$ cat src/rtl/seg7_decoder.sv
// Two-digit 7-segment pattern decoder: accepts a display pattern once it has been stable, emits it once.
// Optional err_count output is enabled by defining SEG7_DECODER_ERRCNT_EN.
module seg7_decoder #(
    parameter int unsigned STABLE_CYCLES = 4
) (
    input  logic       clk,
    input  logic       reset,
    input  logic [6:0] HEX0,
    input  logic [6:0] HEX1,
    input  logic       out_ready,
    output logic       out_valid,
    output logic [7:0] num,
    output logic       err
`ifdef SEG7_DECODER_ERRCNT_EN
    ,
    output logic [7:0] err_count
`endif
);
    localparam logic [13:0] BLANK  = 14'h3FFF;
    localparam logic [3:0]  STABLE = 4'(STABLE_CYCLES);

    typedef enum logic {TRACK, EMIT} state_t;

    state_t      state_q, state_d;
    logic [13:0] held_q, held_d;
    logic [13:0] last_q, last_d;
    logic        last_vld_q, last_vld_d;
    logic [3:0]  count_q, count_d;
    logic        out_valid_q, out_valid_d;
    logic [7:0]  num_q, num_d;
    logic        err_q, err_d;

    // Result is {invalid, digit}; invalid patterns decode to digit 0.
    function automatic logic [4:0] decode(input logic [6:0] pat);
        case (pat)
            7'h40:   decode = 5'h00;
            7'h79:   decode = 5'h01;
            7'h24:   decode = 5'h02;
            7'h30:   decode = 5'h03;
            7'h19:   decode = 5'h04;
            7'h12:   decode = 5'h05;
            7'h02:   decode = 5'h06;
            7'h78:   decode = 5'h07;
            7'h00:   decode = 5'h08;
            7'h10:   decode = 5'h09;
            7'h08:   decode = 5'h0A;
            7'h03:   decode = 5'h0B;
            7'h27:   decode = 5'h0C;
            7'h21:   decode = 5'h0D;
            7'h06:   decode = 5'h0E;
            7'h0E:   decode = 5'h0F;
            default: decode = 5'h10;
        endcase
    endfunction

    logic [13:0] sample;
    logic [4:0]  dec_hi, dec_lo;
    logic        emit_ok;
    logic        handshake;

    assign sample    = {HEX1, HEX0};
    assign dec_hi    = decode(held_q[13:7]);
    assign dec_lo    = decode(held_q[6:0]);
    assign emit_ok   = (count_q == STABLE) && (!last_vld_q || (held_q != last_q)) && (held_q != BLANK);
    assign handshake = out_valid_q && out_ready;

    always_comb begin
        state_d     = state_q;
        held_d      = held_q;
        last_d      = last_q;
        last_vld_d  = last_vld_q;
        count_d     = count_q;
        out_valid_d = out_valid_q;
        num_d       = num_q;
        err_d       = err_q;
        case (state_q)
            TRACK: begin
                if (emit_ok) begin
                    state_d     = EMIT;
                    out_valid_d = 1'b1;
                    num_d       = {dec_hi[3:0], dec_lo[3:0]};
                    err_d       = dec_hi[4] | dec_lo[4];
                end else if (sample == held_q) begin
                    if (count_q < STABLE) begin
                        count_d = count_q + 4'd1;
                    end
                end else begin
                    held_d  = sample;
                    count_d = 4'd1;
                end
            end
            EMIT: begin
                // Inputs are ignored here; tracking resumes from scratch after the handshake.
                if (handshake) begin
                    state_d     = TRACK;
                    out_valid_d = 1'b0;
                    last_d      = held_q;
                    last_vld_d  = 1'b1;
                    count_d     = 4'd0;
                end
            end
            default: state_d = TRACK;
        endcase
    end

    always_ff @(posedge clk or posedge reset) begin
        if (reset) begin
            state_q     <= TRACK;
            held_q      <= BLANK;
            last_q      <= BLANK;
            last_vld_q  <= 1'b0;
            count_q     <= 4'd0;
            out_valid_q <= 1'b0;
            num_q       <= 8'h00;
            err_q       <= 1'b0;
        end else begin
            state_q     <= state_d;
            held_q      <= held_d;
            last_q      <= last_d;
            last_vld_q  <= last_vld_d;
            count_q     <= count_d;
            out_valid_q <= out_valid_d;
            num_q       <= num_d;
            err_q       <= err_d;
        end
    end

    assign out_valid = out_valid_q;
    assign num       = num_q;
    assign err       = err_q;

`ifdef SEG7_DECODER_ERRCNT_EN
    logic [7:0] err_count_q, err_count_d;

    always_comb begin
        err_count_d = err_count_q;
        if (handshake && err_q && (err_count_q != 8'hFF)) begin
            err_count_d = err_count_q + 8'd1;
        end
    end

    always_ff @(posedge clk or posedge reset) begin
        if (reset) begin
            err_count_q <= 8'h00;
        end else begin
            err_count_q <= err_count_d;
        end
    end

    assign err_count = err_count_q;
`endif

endmodule

$ cat config.mk
export PLATFORM = sky130hd
export DESIGN_NAME = seg7_decoder
export DESIGN_NICKNAME = d
export VERILOG_FILES = /design/src/rtl/seg7_decoder.sv
export SDC_FILE = /design/constraint.sdc
export NUM_CORES = 1
export LEC_CHECK = 0
export CAP_MARGIN = 20
export CORE_MARGIN = 2
export CORE_UTILIZATION = 58
export DETAILED_ROUTE_END_ITERATION = 7
export PLACE_DENSITY = 0.8
export SLEW_MARGIN = 20
export SYNTH_ARGS = -nofsm -noshare
export SYNTH_HDL_FRONTEND = slang
export SYNTH_SLANG_ARGS = --single-unit
$ cat constraint.sdc
create_clock -name clk -period 2.3 [get_ports clk]
set_input_delay 0.69 -clock clk [delete_from_list [all_inputs] [get_ports clk]]
set_output_delay 0.69 -clock clk [all_outputs]
set_load 0.02 [all_outputs]
==> summary.txt <==
STA
  • Clk_skew: 0.007625 ns
  • Slew Viols, Final: 0
  • Post-route clock period utilization: 0.9763
  • RSZ-0062 raised after global routing: no
  • Worst Tran Pin Value: 0.4501 ns
  • Final setup margin: 0.05448 ns
  • Slew HR: 0.6993
  • Fmax: 445.3 MHz
  • Tmin final: 2.246 ns
  • Setup TNS: 0 ns
  • Final setup viols: 0
  • Final Hold Fails: 0

Routing
  • DRT Pass-1 Iters: 4
  • Starting DRT DRC Count: 167
  • Routed WL: 6.559 mm
  • DR vias: 2327
  • DRT antenna net count: 0
  • Routed len/inst: 16.56 um
  • Vias per std cell: 5.876
  • Drt drc: 0

Finish
  • Area grow syn2layout: 15.89%
  • Share of cells above drive strength 1: 0.3221
  • Layout Nets: 344
  • Post-route cell area: 3522 um2
  • Final Util: 0.6940
  • Ant diodes: 0

GRT
  • Gr usage total: 0.2304
  • Pin count of the biggest net entering global routing: 45
  • Total grt overflow: 0
  • Vias in the first global route: 2130
  • First-pass GRT wire length: 10.67 mm
  • Antenna violations before repair: 0

Placed design
  • Post-DP HPWL: 4.662 mm
  • PortBufs: 26
  • Placer Congestion: 0.8568
  • Placed Area: 3386 um2
  • Post-Place Worst Slack: -0.2958 ns

Logic synthesis
  • Primary FF master, synth: dfstp_2
  • Synth cell types: 57
  • Post-synth top area share: 0.2421
  • Synth top area cells: dfstp_2, dfrtp_1, mux2_2, xor2_1, mux2_4
  • Most instantiated cells after synthesis: dfstp_2, mux2_2, o21ai_0
  • #FFs+latches synth: 44
  • Syn Inst Count: 299
  • Syn Area/Cell: 10.16 um2
  • Post-synth EDFFs: 0
  • Seq/Total Area, Yosys: 0.3738
  • Synth Net Count: 318
  • Top-count cell post-synth: dfstp_2
  • Mapped cell area: 3039 um2
  • Synth warn: 0
  • Cell taking the most area after synthesis: dfstp_2
  • Async S/R FF share, synth: 1.000

Clocking
  • Clock slew at reported path FFs: 0.08 ns
  • CTS root buf: clkbuf_8
  • Clk sinks: 44
  • Clock Latency Late Sink: 0.30 ns
  • Clock Path Buffers: 2
  • Inserted Clock Buffers: 5
  • CTS tree: yes
  • H-tree Lvls: 2
  • Hold Buf Count CTS: 0

Critical path
  • R2r endpoint: num[5]
  • CP startpoint kind: primary input
  • WS Path Type: primary input to flip-flop
  • Worst EP required: 2.53 ns
  • Crit path launch: HEX0[4]
  • Worst path arrival time: 2.48 ns
  • Worst r2r path cells: 7
  • Worst R2R Start: held_q[9]
  • CP Max Fanout: 8
  • Critical path endpoint category: flip-flop
  • Reg-to-reg slack, setup: 0.11 ns

Floorplanning
  • Die Ht: 76.39 um
  • I/O Pins: 27
  • Core area: 5075 um2
  • # rows: 26
  • Initial Util: 0.5989
  • Die area: 5835 um2
  • Die X: 76.39 um

Run status
  • Outcome: finished clean

Job
  • Maxcap violations: 0

Min path
  • Hold path depth: 2
  • Endpoint of the worst hold path: last_q[3]
  • Hold Path Origin: last_q[3]
  • Hold crit path type: flip-flop to flip-flop

Power
  • Cell Pwr Density: 862.1 nW/um2
  • Pwr Total: 3036 uW
  • Max IR drop VDD: 0.0004353 V
  • Leak: 0.001463 uW
## worst max-delay path, cell delays in order
cell,delay (ns)
clkdlybuf4s50_1,0.44
xor2_1,0.16
nor4_2,0.38
nand4_2,0.21
o211a_4,0.27
mux2_4,0.31
## stage by stage
step / hold slack, ns / cells
final: 0.5016 / 396
after global routing: 0.5216 / 396
after CTS: 0.5032 / 395
after detailed placement: 0.4923 / 387
after global placement: 0.4489 / 387
after floorplan: 0.4343 / 299
## state kept, by name, summed over array words and instances, names as in the netlist
| register | flops |
|---|---|
| count_q | 4 |
| err | 1 |
| held_q | 14 |
| last_q | 14 |
| last_vld_q | 1 |
| num | 8 |
| out_valid | 1 |
| state_q | 1 |
## metal layers
metal | routed length [um] | GRT usage | vias to the layer above
li1 | - | - | 1125
met1 | 3070 | 0.3310 | 1139
met2 | 3101 | 0.3584 | 58
met3 | 340 | 0.04502 | 5
met4 | 46 | 0.06000 | 0
met5 | 0 | 0 | -
## worst max path at each step
stage | to | slack, ns | cells past startpoint
after global placement | held_q[3] | -0.24 | 6
after floorplan | held_q[0] | 0.25 | 7
after global routing | held_q[10] | 0.01 | 7
final | held_q[4] | 0.05 | 6
after CTS | held_q[10] | 0.03 | 6
after detailed placement | held_q[12] | -0.30 | 6
## power breakdown
part | switching (uW) | total (uW) | internal [uW]
clock network | 283 | 605 | 322
logic | 553 | 1130 | 577
registers | 219 | 1300 | 1080
total | 1050 | 3040 | 1980
## layout make-up
class | instances | area [um2]
multi-input cells | 215 | 1689
fillers | 414 | 1553
flip-flops and latches | 44 | 1136
repair buffers | 49 | 460.4
well taps | 70 | 87.58
clock buffers | 5 | 68.82
clock inverters | 3 | 42.54
inverters | 10 | 37.54
## repair_timing
item,CTS,global route
setup endpoints to repair,0,14
buffers inserted,0,0
gates resized for setup,0,3
## kinds of logic after synthesis
group,after synthesis,synth area share
multiplexers,32,0.1297
buffers and inverters,41,0.07781
AND/OR/NAND/NOR,95,0.1914
XOR/XNOR,32,0.09963
flip-flops,44,0.3738
adder cells (fa/ha/maj),2,0.008233
AO/OA/AOI/OAI,53,0.1194
## cells in the final DEF (no fill, tap or decap), drive strengths merged, types with 4 or more instances in the layout
cell type      instances
a21oi                  4
a31oi                  5
and3                   5
buf                   23
clkbuf                 5
clkdlybuf4s50         25
dfrtp                 16
dfstp                 28
inv                    9
mux2                  32
nand2                 17
nand2b                 4
nand3                  6
nand4                  7
nor2                  16
nor2b                  5
nor3                  10
nor4                   8
o21ai                 18
xnor2                 16
xor2                  16
(Power assumes the default switching activity.)
